$ cat src/rtl/hdmi_video_timing_pattern_gen_if.sv
// Video bundle between the timing/pattern generator and the TMDS encoder stage.
// The master side is the generator: it takes pattern controls and drives pixels and syncs.
interface hdmi_video_timing_pattern_gen_if;
   logic [1:0]  pattern_sel;
   logic [23:0] solid_rgb;
   logic [7:0]  rgb_r;
   logic [7:0]  rgb_g;
   logic [7:0]  rgb_b;
   logic        de;
   logic        hsync;
   logic        vsync;
   logic        frame_start;

   modport master (
      input  pattern_sel, solid_rgb,
      output rgb_r, rgb_g, rgb_b, de, hsync, vsync, frame_start
   );

   modport slave (
      output pattern_sel, solid_rgb,
      input  rgb_r, rgb_g, rgb_b, de, hsync, vsync, frame_start
   );
endinterface

$ cat src/rtl/hdmi_video_timing_pattern_gen.sv
// Raster timing (DE/HSYNC/VSYNC) and test-pattern RGB source for the HDMI TMDS encoders.
// Every output is registered from the counter state of the previous cycle.
module hdmi_video_timing_pattern_gen #(
   parameter int H_ACTIVE = 1280,
   parameter int H_FP     = 110,
   parameter int H_SYNC   = 40,
   parameter int H_BP     = 220,
   parameter int V_ACTIVE = 720,
   parameter int V_FP     = 5,
   parameter int V_SYNC   = 5,
   parameter int V_BP     = 20,
   parameter bit H_POL    = 1'b1,
   parameter bit V_POL    = 1'b1,
   parameter int CW       = 12
) (
   input  logic                                  video_clk_pix,
   input  logic                                  video_rst_n,
   hdmi_video_timing_pattern_gen_if.master       vid
);

   localparam int H_TOTAL = H_ACTIVE + H_FP + H_SYNC + H_BP;
   localparam int V_TOTAL = V_ACTIVE + V_FP + V_SYNC + V_BP;

   localparam logic [CW-1:0] H_LAST   = CW'(H_TOTAL - 1);
   localparam logic [CW-1:0] V_LAST   = CW'(V_TOTAL - 1);
   localparam logic [CW-1:0] H_ACT    = CW'(H_ACTIVE);
   localparam logic [CW-1:0] V_ACT    = CW'(V_ACTIVE);
   localparam logic [CW-1:0] HS_BEG   = CW'(H_ACTIVE + H_FP);
   localparam logic [CW-1:0] HS_END   = CW'(H_ACTIVE + H_FP + H_SYNC);
   localparam logic [CW-1:0] VS_BEG   = CW'(V_ACTIVE + V_FP);
   localparam logic [CW-1:0] VS_END   = CW'(V_ACTIVE + V_FP + V_SYNC);
   localparam logic [CW-1:0] BAR_LAST = CW'(H_ACTIVE / 8 - 1);

   function automatic logic [23:0] bar_colour(input logic [2:0] idx);
      logic [23:0] c;
      case (idx)
         3'd0:    c = 24'hFFFFFF;
         3'd1:    c = 24'hFFFF00;
         3'd2:    c = 24'h00FFFF;
         3'd3:    c = 24'h00FF00;
         3'd4:    c = 24'hFF00FF;
         3'd5:    c = 24'hFF0000;
         3'd6:    c = 24'h0000FF;
         default: c = 24'h000000;
      endcase
      return c;
   endfunction

   logic [CW-1:0] h_cnt_q, h_cnt_d;
   logic [CW-1:0] v_cnt_q, v_cnt_d;
   logic [CW-1:0] ib_cnt_q, ib_cnt_d;
   logic [2:0]    bar_q, bar_d;
   logic [1:0]    pat_q, pat_d;
   logic          h_wrap;
   logic          first_px;
   logic          de_d, hs_d, vs_d;
   logic [23:0]   rgb_d;

   logic [7:0]    rgb_r_q, rgb_g_q, rgb_b_q;
   logic          de_q, hs_q, vs_q, fs_q;

   always_comb begin
      h_wrap   = (h_cnt_q == H_LAST);
      first_px = (h_cnt_q == '0) && (v_cnt_q == '0);

      h_cnt_d = h_wrap ? '0 : h_cnt_q + 1'b1;
      v_cnt_d = v_cnt_q;
      if (h_wrap) v_cnt_d = (v_cnt_q == V_LAST) ? '0 : v_cnt_q + 1'b1;

      // Bar state tracks h_cnt_q so the bar index is known without dividing h_cnt.
      ib_cnt_d = ib_cnt_q + 1'b1;
      bar_d    = bar_q;
      if (h_wrap) begin
         ib_cnt_d = '0;
         bar_d    = '0;
      end else if (ib_cnt_q == BAR_LAST) begin
         ib_cnt_d = '0;
         bar_d    = bar_q + 3'd1;
      end

      // The frame's first pixel already uses the newly captured selection.
      pat_d = first_px ? vid.pattern_sel : pat_q;

      de_d = (h_cnt_q < H_ACT) && (v_cnt_q < V_ACT);
      hs_d = ((h_cnt_q >= HS_BEG) && (h_cnt_q < HS_END)) ? H_POL : ~H_POL;
      vs_d = ((v_cnt_q >= VS_BEG) && (v_cnt_q < VS_END)) ? V_POL : ~V_POL;

      case (pat_d)
         2'd0:    rgb_d = bar_colour(bar_q);
         2'd1:    rgb_d = (h_cnt_q[5] ^ v_cnt_q[5]) ? 24'hFFFFFF : 24'h000000;
         2'd2:    rgb_d = {3{h_cnt_q[7:0]}};
         default: rgb_d = vid.solid_rgb;
      endcase
      if (!de_d) rgb_d = '0;
   end

   always_ff @(posedge video_clk_pix) begin
      if (!video_rst_n) begin
         h_cnt_q  <= '0;
         v_cnt_q  <= '0;
         ib_cnt_q <= '0;
         bar_q    <= '0;
         pat_q    <= '0;
         rgb_r_q  <= '0;
         rgb_g_q  <= '0;
         rgb_b_q  <= '0;
         de_q     <= 1'b0;
         hs_q     <= ~H_POL;
         vs_q     <= ~V_POL;
         fs_q     <= 1'b0;
      end else begin
         h_cnt_q  <= h_cnt_d;
         v_cnt_q  <= v_cnt_d;
         ib_cnt_q <= ib_cnt_d;
         bar_q    <= bar_d;
         pat_q    <= pat_d;
         rgb_r_q  <= rgb_d[23:16];
         rgb_g_q  <= rgb_d[15:8];
         rgb_b_q  <= rgb_d[7:0];
         de_q     <= de_d;
         hs_q     <= hs_d;
         vs_q     <= vs_d;
         fs_q     <= first_px;
      end
   end

   assign vid.rgb_r       = rgb_r_q;
   assign vid.rgb_g       = rgb_g_q;
   assign vid.rgb_b       = rgb_b_q;
   assign vid.de          = de_q;
   assign vid.hsync       = hs_q;
   assign vid.vsync       = vs_q;
   assign vid.frame_start = fs_q;

endmodule

$ cat src/flat_wrapper.sv
// flat-port wrapper written by rule: the top's interface ports become plain ports
module hdmi_video_timing_pattern_gen_flat 
#(
   parameter int H_ACTIVE = 1280,
   parameter int H_FP     = 110,
   parameter int H_SYNC   = 40,
   parameter int H_BP     = 220,
   parameter int V_ACTIVE = 720,
   parameter int V_FP     = 5,
   parameter int V_SYNC   = 5,
   parameter int V_BP     = 20,
   parameter bit H_POL    = 1'b1,
   parameter bit V_POL    = 1'b1,
   parameter int CW       = 12
)
  (video_clk_pix, video_rst_n, vid_pattern_sel, vid_solid_rgb, vid_rgb_r, vid_rgb_g, vid_rgb_b, vid_de, vid_hsync, vid_vsync, vid_frame_start);
  hdmi_video_timing_pattern_gen_if vid_i ();
  input  logic video_clk_pix;
  input  logic video_rst_n;
  input wire logic [$bits(vid_i.pattern_sel)-1:0] vid_pattern_sel;
  input wire logic [$bits(vid_i.solid_rgb)-1:0] vid_solid_rgb;
  output wire logic [$bits(vid_i.rgb_r)-1:0] vid_rgb_r;
  output wire logic [$bits(vid_i.rgb_g)-1:0] vid_rgb_g;
  output wire logic [$bits(vid_i.rgb_b)-1:0] vid_rgb_b;
  output wire logic [$bits(vid_i.de)-1:0] vid_de;
  output wire logic [$bits(vid_i.hsync)-1:0] vid_hsync;
  output wire logic [$bits(vid_i.vsync)-1:0] vid_vsync;
  output wire logic [$bits(vid_i.frame_start)-1:0] vid_frame_start;
  assign vid_i.pattern_sel = vid_pattern_sel;
  assign vid_i.solid_rgb = vid_solid_rgb;
  assign vid_rgb_r = vid_i.rgb_r;
  assign vid_rgb_g = vid_i.rgb_g;
  assign vid_rgb_b = vid_i.rgb_b;
  assign vid_de = vid_i.de;
  assign vid_hsync = vid_i.hsync;
  assign vid_vsync = vid_i.vsync;
  assign vid_frame_start = vid_i.frame_start;
  hdmi_video_timing_pattern_gen #(.H_ACTIVE(H_ACTIVE), .H_FP(H_FP), .H_SYNC(H_SYNC), .H_BP(H_BP), .V_ACTIVE(V_ACTIVE), .V_FP(V_FP), .V_SYNC(V_SYNC), .V_BP(V_BP), .H_POL(H_POL), .V_POL(V_POL), .CW(CW)) u_core (.video_clk_pix(video_clk_pix), .video_rst_n(video_rst_n), .vid(vid_i));
endmodule
$ cat config.mk
export PLATFORM = sky130hd
export DESIGN_NAME = hdmi_video_timing_pattern_gen_flat
export DESIGN_NICKNAME = d
export VERILOG_FILES = /design/src/rtl/hdmi_video_timing_pattern_gen_if.sv /design/src/rtl/hdmi_video_timing_pattern_gen.sv /design/src/flat_wrapper.sv
export SDC_FILE = /design/constraint.sdc
export NUM_CORES = 1
export LEC_CHECK = 0
export ABC_AREA = 1
export ABC_CLOCK_PERIOD_IN_PS = 2300
export CELL_PAD_IN_SITES_DETAIL_PLACEMENT = 1
export CELL_PAD_IN_SITES_GLOBAL_PLACEMENT = 1
export CORE_MARGIN = 2
export CORE_UTILIZATION = 39
export CTS_CLUSTER_SIZE = 14
export DETAILED_ROUTE_END_ITERATION = 16
export PLACE_DENSITY_LB_ADDON = 0.15
export SYNTH_ARGS = -nofsm -noshare
export SYNTH_HDL_FRONTEND = slang
export SYNTH_SLANG_ARGS = --single-unit
$ cat constraint.sdc
create_clock -name video_clk_pix -period 2.3 [get_ports video_clk_pix]
set_input_delay 0.345 -clock video_clk_pix [delete_from_list [all_inputs] [get_ports video_clk_pix]]
set_output_delay 0.345 -clock video_clk_pix [all_outputs]
set_load 0.005 [all_outputs]
* Word level (Yosys, flattened, before mapping)
Index checks and enable logic that the tools add are counted.
** Storage, ports and cells
- Bits in registers :: 69
- Input bits :: 28
- Output and inout port bits :: 28
- Logic and storage cells :: 53
** Operators by class
- $add $sub $neg :: 4
- Order comparisons :: 6
- Eq/ne operators :: 11
- Multiplexer cells :: 7
- Bitwise logic cells :: 2
- Reductions and logical operators :: 11
** Operator list (number)
- $pmux W24 S7 :: 1
- $pmux W24 S3 :: 1
- $add A12 B1 Y12 const B :: 3
- $logic_not A12 Y1 :: 2
- $lt A12 B10 Y1 const B :: 2
- $lt A12 B11 Y1 const B :: 2
- $mux W24 :: 1
- $eq A12 B10 Y1 const B :: 1
- $eq A12 B11 Y1 const B :: 1
- $eq A12 B8 Y1 const B :: 1
- $ge A12 B10 Y1 const B :: 1
- $ge A12 B11 Y1 const B :: 1
- $mux W12 :: 1
- $eq A3 B3 Y1 const B :: 3
- $eq A3 B2 Y1 const B :: 2
- $logic_and A1 B1 Y1 :: 4
- $add A3 B1 Y3 const B :: 1
- $eq A3 B1 Y1 const B :: 1
- $logic_not A3 Y1 :: 1
- $reduce_or A3 Y1 :: 1
- $eq A2 B1 Y1 const B :: 1
- $eq A2 B2 Y1 const B :: 1
- $logic_not A2 Y1 :: 1
- $mux W1 :: 2
- 5 further kinds :: 5

* Logic depth before layout (Yosys ltp)
- Depth in word-level cells :: 5
- Gate-level depth with buffers :: 14
- Depth with buffers taken out :: 13

* Least setup slack after synthesis
Ideal clock, no wire load.
- Kind :: register to register
- Start :: register u_core.v_cnt_q[0]
- End :: register u_core.rgb_b_q[0], in the netlist u_core.vid.rgb_b[0]
- Setup time :: 0.114 ns
- Arrival :: 1.544 ns
- Required time :: 2.186 ns
- Path slack :: 0.641 ns
- Stages on the path, launching flop included :: 13
- Path buffers :: 1
- Period minus slack after synthesis :: 1.659 ns
- Path through :: dfxtp_1 > inv_1 > ha_1 > inv_1 > nor2_1 > nand2_1 > nor2_2 > nand4_1 > nand2_4 > nand2_8 > buf_6 > o21ai_1 > nor2_1
** On the way
- Cells in the longest elaborated chain, start to end :: 5
- Elaborated cells on any way between the ends :: 10
- Those cells by class :: 1 x order compare; 2 x eq/ne; 2 x mux; 5 x reduce/logical
** RTL lines
- start: declaration :: RTL line hdmi_video_timing_pattern_gen.sv:50 : logic [CW-1:0] v_cnt_q, v_cnt_d;
- start signal: assignment :: RTL line hdmi_video_timing_pattern_gen.sv:113 : v_cnt_q <= v_cnt_d;
- branches (longest 5 deep; another with $lt A12 B10 Y1)
- end signal: assignment :: RTL line hdmi_video_timing_pattern_gen.sv:119 : rgb_b_q <= rgb_d[7:0];
- end: declaration :: RTL line hdmi_video_timing_pattern_gen.sv:59 : logic [7:0] rgb_r_q, rgb_g_q, rgb_b_q;
Several ways; the timed one is not identified.
A chain may end at the register's enable or synchronous reset.

* Worst setup path in the final report
- Start :: register u_core.v_cnt_q[0]
- End :: register u_core.rgb_r_q[6], in the netlist u_core.vid.rgb_r[6]
** On the way
- Cells in the longest elaborated chain, start to end :: 5
- Elaborated cells on any way between the ends :: 10
- Those cells by class :: 1 x order compare; 2 x eq/ne; 2 x mux; 5 x reduce/logical
** RTL lines
- branches (longest 5 deep; another with $lt A12 B10 Y1)
- end signal: assignment :: RTL line hdmi_video_timing_pattern_gen.sv:117 : rgb_r_q <= rgb_d[23:16];
- end: declaration :: RTL line hdmi_video_timing_pattern_gen.sv:59
Several ways; the timed one is not identified.

==> impl_metrics.py <==
metrics = {
    "global_routing": {
        "grt_antenna_before_repair": 0,
        "grt_start_max_net_pins": 28,
        "grt.total_usage": 0.215,
        "grt_pass1_vias": 3428,
        "overflow": 0,
        "grt_pass1_wl_um": 16800,
    },
    "floorplanning": {
        "fp.dieArea_mm2": 0.00978,
        "die_h_um": 98.9,
        "rows": 34,
        "floorplan.core_area_mm2": 0.00872,
        "die_width_um": 98.9,
        "initial_core_util": 0.403,
        "boundaryPins": 56,
    },
    "finish": {
        "finalInstanceArea_mm2": 0.00435,
        "count_of_placed_standard_cells_in_the_final_layout_fillers_left_out": 644,
        "antennaDiodeCount": 0,
        "syn2layout_area_growth_pct": 23.8,
        "fin_util": 0.498,
        "final_net_count": 572,
        "post_route_cells_drive_above_1_share": 0.118,
    },
    "clock_network": {
        "tritoncts": "yes",
        "clk_transition_reported_paths_ns": 0.08,
        "max-clock-path-buffers": 2,
        "cts_htree_levels": 3,
        "clock-root-buffer": "sky130_fd_sc_hd__clkbuf_8",
        "cts_setup_buffers": 0,
        "cts-buffers-inserted": 9,
        "cts_repair_resize_count": 0,
        "clock_latency_late_sink_ns": 0.35,
        "tritoncts_num_sinks": 69,
    },
    "worst_setup_path": {
        "critPathArrivalTime_ns": 2.29,
        "worstRegToRegCells": 13,
        "crit_type": "flop to flop",
        "worstSetupEndpointType": "flop",
        "timing.critical_path.from_type": "flop",
        "cp_data_required_time_ns": 2.55,
        "cp_max_fo": 27,
    },
    "placement": {
        "post_dp_cell_area_mm2": 0.00412,
        "placed_cells_incl_taps": 628,
        "gpl.final_weighted_congestion": 0.853,
        "port_buffers": 55,
        "dpl_wire_length_um": 7450,
    },
    "yosys": {
        "syn-num-nets": 514,
        "average_instance_area_after_synthesis_um2": 7.43,
        "netlist.top_cell.by_area": "sky130_fd_sc_hd__dfxtp_1",
        "synth.ff_latch_count": 69,
        "synth_seq_area_share": 0.393,
        "netlist_area_mm2": 0.00351,
        "netlist.area_leader.share": 0.393,
        "synth_edf_count": 0,
        "ys.flop_type": "sky130_fd_sc_hd__dfxtp_1",
        "yosys_warnings": 0,
        "async_flop_share": 0,
        "commonest_cells_in_the_netlist": "94 x sky130_fd_sc_hd__nor2_1, 69 x sky130_fd_sc_hd__dfxtp_1, 66 x sky130_fd_sc_hd__nand2_1",
        "ys_top_cells_by_area": "sky130_fd_sc_hd__dfxtp_1 39%, sky130_fd_sc_hd__nor2_1 10%, sky130_fd_sc_hd__nand2_1 7.1%, sky130_fd_sc_hd__ha_1 4.6%, sky130_fd_sc_hd__inv_1 4.1%",
        "synth.most_common_cell": "sky130_fd_sc_hd__nor2_1",
        "syn-instance-count": 473,
        "synthDistinctLibCells": 38,
    },
    "power_and_ir_drop": {
        "vdd_drop_max_uv": 227,
        "seq_power_share": 0.445,
        "p_leak_uw": 0.00178,
        "switching_power_uw": 776,
        "power_density_mw_per_mm2": 678,
        "pwr-share-clk": 0.382,
        "total_internal_power_uw": 2170,
        "power.combinational.fraction": 0.173,
        "power.switching_fraction": 0.263,
    },
    "timing": {
        "timing.final.setup_violations": 0,
        "timing.clock.skew_ns": 0.0118,
        "max_freq_mhz": 490,
        "finalCriticalPeriod_ns": 2.04,
        "fin_setup_tns_ns": 0,
        "grt_setup_unrepaired": "false",
        "finalCritPeriodShare": 0.887,
        "hold_viol": 0,
        "timing.slew.headroom": 0.694,
        "maxSlewViolCount": 0,
        "tightest_slew_ns": 0.456,
    },
    "status": {
        "run_status": "finished clean",
    },
    "routing": {
        "vias": 3246,
        "viasPerCell": 5.04,
        "first_pass_iters": 4,
        "detailedRoute.firstIterationViolations": 66,
        "wl_per_cell_um": 15.0,
        "route.antenna.remaining_nets": 0,
        "route.final.wire_length_um": 9690,
        "remaining_drc_errors": 0,
    },
    "hold_path": {
        "hold-path-cell-count": 1,
        "hold_path.class": "flop to flop",
    },
    "flow_run": {
        "drv.max_cap_violation_count": 0,
    },
}
[state kept, by name, indices dropped and copies added, names as in the netlist]
name / count
u_core.vid.rgb_b: 8
u_core.vid.hsync: 1
u_core.ib_cnt_q: 12
u_core.vid.frame_start: 1
u_core.h_cnt_q: 12
u_core.bar_q: 3
u_core.pat_q: 2
u_core.vid.rgb_g: 8
u_core.v_cnt_q: 12
u_core.vid.de: 1
u_core.vid.vsync: 1
u_core.vid.rgb_r: 8
[repair_timing]
| item | 4_1_cts | 5_1_grt |
|---|---|---|
| hold buffers | 0 | 0 |
| hold endpoints to repair | 0 | 0 |
| endpoints found under the setup margin | 0 | 1 |
[power by group through the flow]
stage / clock network [µW] / logic (µW) / registers (µW)
2_1_floorplan: 0 / 260 / 1340
3_3_place_gp: 0 / 504 / 1340
3_5_place_dp: 0 / 514 / 1340
4_1_cts: 1150 / 517 / 1310
5_1_grt: 1210 / 569 / 1320
6_report: 1130 / 509 / 1310
[routing by layer]
metal / track usage / part of all wire / up-vias
met4: 0.0748 / 0.017 / 0
li1: - / - / 1667
met2: 0.380 / 0.49 / 65
met3: 0.0277 / 0.031 / 13
met1: 0.267 / 0.46 / 1501
met5: 0 / 0 / -
[critical path: stages, from the launching register on]
cell and delay [ns]:
sky130_fd_sc_hd__dfxtp_1 0.33, sky130_fd_sc_hd__inv_1 0.14, sky130_fd_sc_hd__ha_1 0.16, sky130_fd_sc_hd__inv_1 0.05
sky130_fd_sc_hd__nor2_1 0.09, sky130_fd_sc_hd__nand2_1 0.07, sky130_fd_sc_hd__nor2_2 0.18, sky130_fd_sc_hd__nand3_2 0.13
sky130_fd_sc_hd__nand2_2 0.10, sky130_fd_sc_hd__nand2_4 0.10, sky130_fd_sc_hd__nand2_8 0.18, sky130_fd_sc_hd__nand2_2 0.16
sky130_fd_sc_hd__nor2_1 0.18, sky130_fd_sc_hd__nor2_1 0.07
[cell families (layout without fill, tap and decap cells)]
logic type | after synthesis | count (layout) | synth area share
buffers and inverters | 56 | 119 | 0.0770
adders and majority gates | 13 | 13 | 0.0463
AOI/OAI and AO/OA | 62 | 62 | 0.0958
and+or+nand+nor | 264 | 264 | 0.365
DFF | 69 | 69 | 0.393
xor gates and xnor gates | 9 | 9 | 0.0224
[cell type report]
cell class / count / area [µm²]
clock inverter: 6 / 86.3
clock buffer: 10 / 138
timing repair buffer: 59 / 581
fill: 1110 / 4370
multi-input combinational: 348 / 1860
tap: 108 / 135
sequential: 69 / 1380
inverter: 44 / 165
[path summary, 6_finish.rpt]
path | start | end | slack (ns)
setup / recovery | u_core.v_cnt_q[0]$_SDFFE_PN0P_ | u_core.vid.rgb_r[6]$_SDFF_PN0_ | 0.26
hold / removal | u_core.ib_cnt_q[0]$_SDFF_PP0_ | u_core.ib_cnt_q[0]$_SDFF_PP0_ | 0.44
setup reg to reg | u_core.v_cnt_q[0]$_SDFFE_PN0P_ | u_core.vid.rgb_r[6]$_SDFF_PN0_ | 0.26
hold reg to reg | u_core.ib_cnt_q[0]$_SDFF_PP0_ | u_core.ib_cnt_q[0]$_SDFF_PP0_ | 0.44
[stage by stage]
stage	worst slack, ns	hold WS, ns	total power [µW]
after floorplan	0.641	0.413	1600
after global placement	0.344	0.426	1840
after detailed placement	0.248	0.432	1860
after CTS	0.234	0.446	2980
after global routing	0.00954	0.477	3100
final	0.260	0.444	2950
[cell usage in the layout (no fill, tap or decap), types with 4 or more instances in the layout]
master and instances:
sky130_fd_sc_hd__nor2_2 9, sky130_fd_sc_hd__dfxtp_1 69, sky130_fd_sc_hd__xor2_1 7, sky130_fd_sc_hd__inv_1 38, sky130_fd_sc_hd__o21ai_1 22, sky130_fd_sc_hd__nor3b_1 5
sky130_fd_sc_hd__nor2_4 4, sky130_fd_sc_hd__nand2_1 66, sky130_fd_sc_hd__inv_2 6, sky130_fd_sc_hd__o21ai_0 12, sky130_fd_sc_hd__clkbuf_8 10, sky130_fd_sc_hd__nand2_2 11
sky130_fd_sc_hd__and3_1 4, sky130_fd_sc_hd__buf_4 4, sky130_fd_sc_hd__ha_1 13, sky130_fd_sc_hd__nand3_1 25, sky130_fd_sc_hd__nor2_1 94, sky130_fd_sc_hd__nand4_1 13
sky130_fd_sc_hd__clkdlybuf4s50_1 55, sky130_fd_sc_hd__a21oi_1 18, sky130_fd_sc_hd__nor3_1 18
Note: power is estimated with default switching activity, not from simulation.
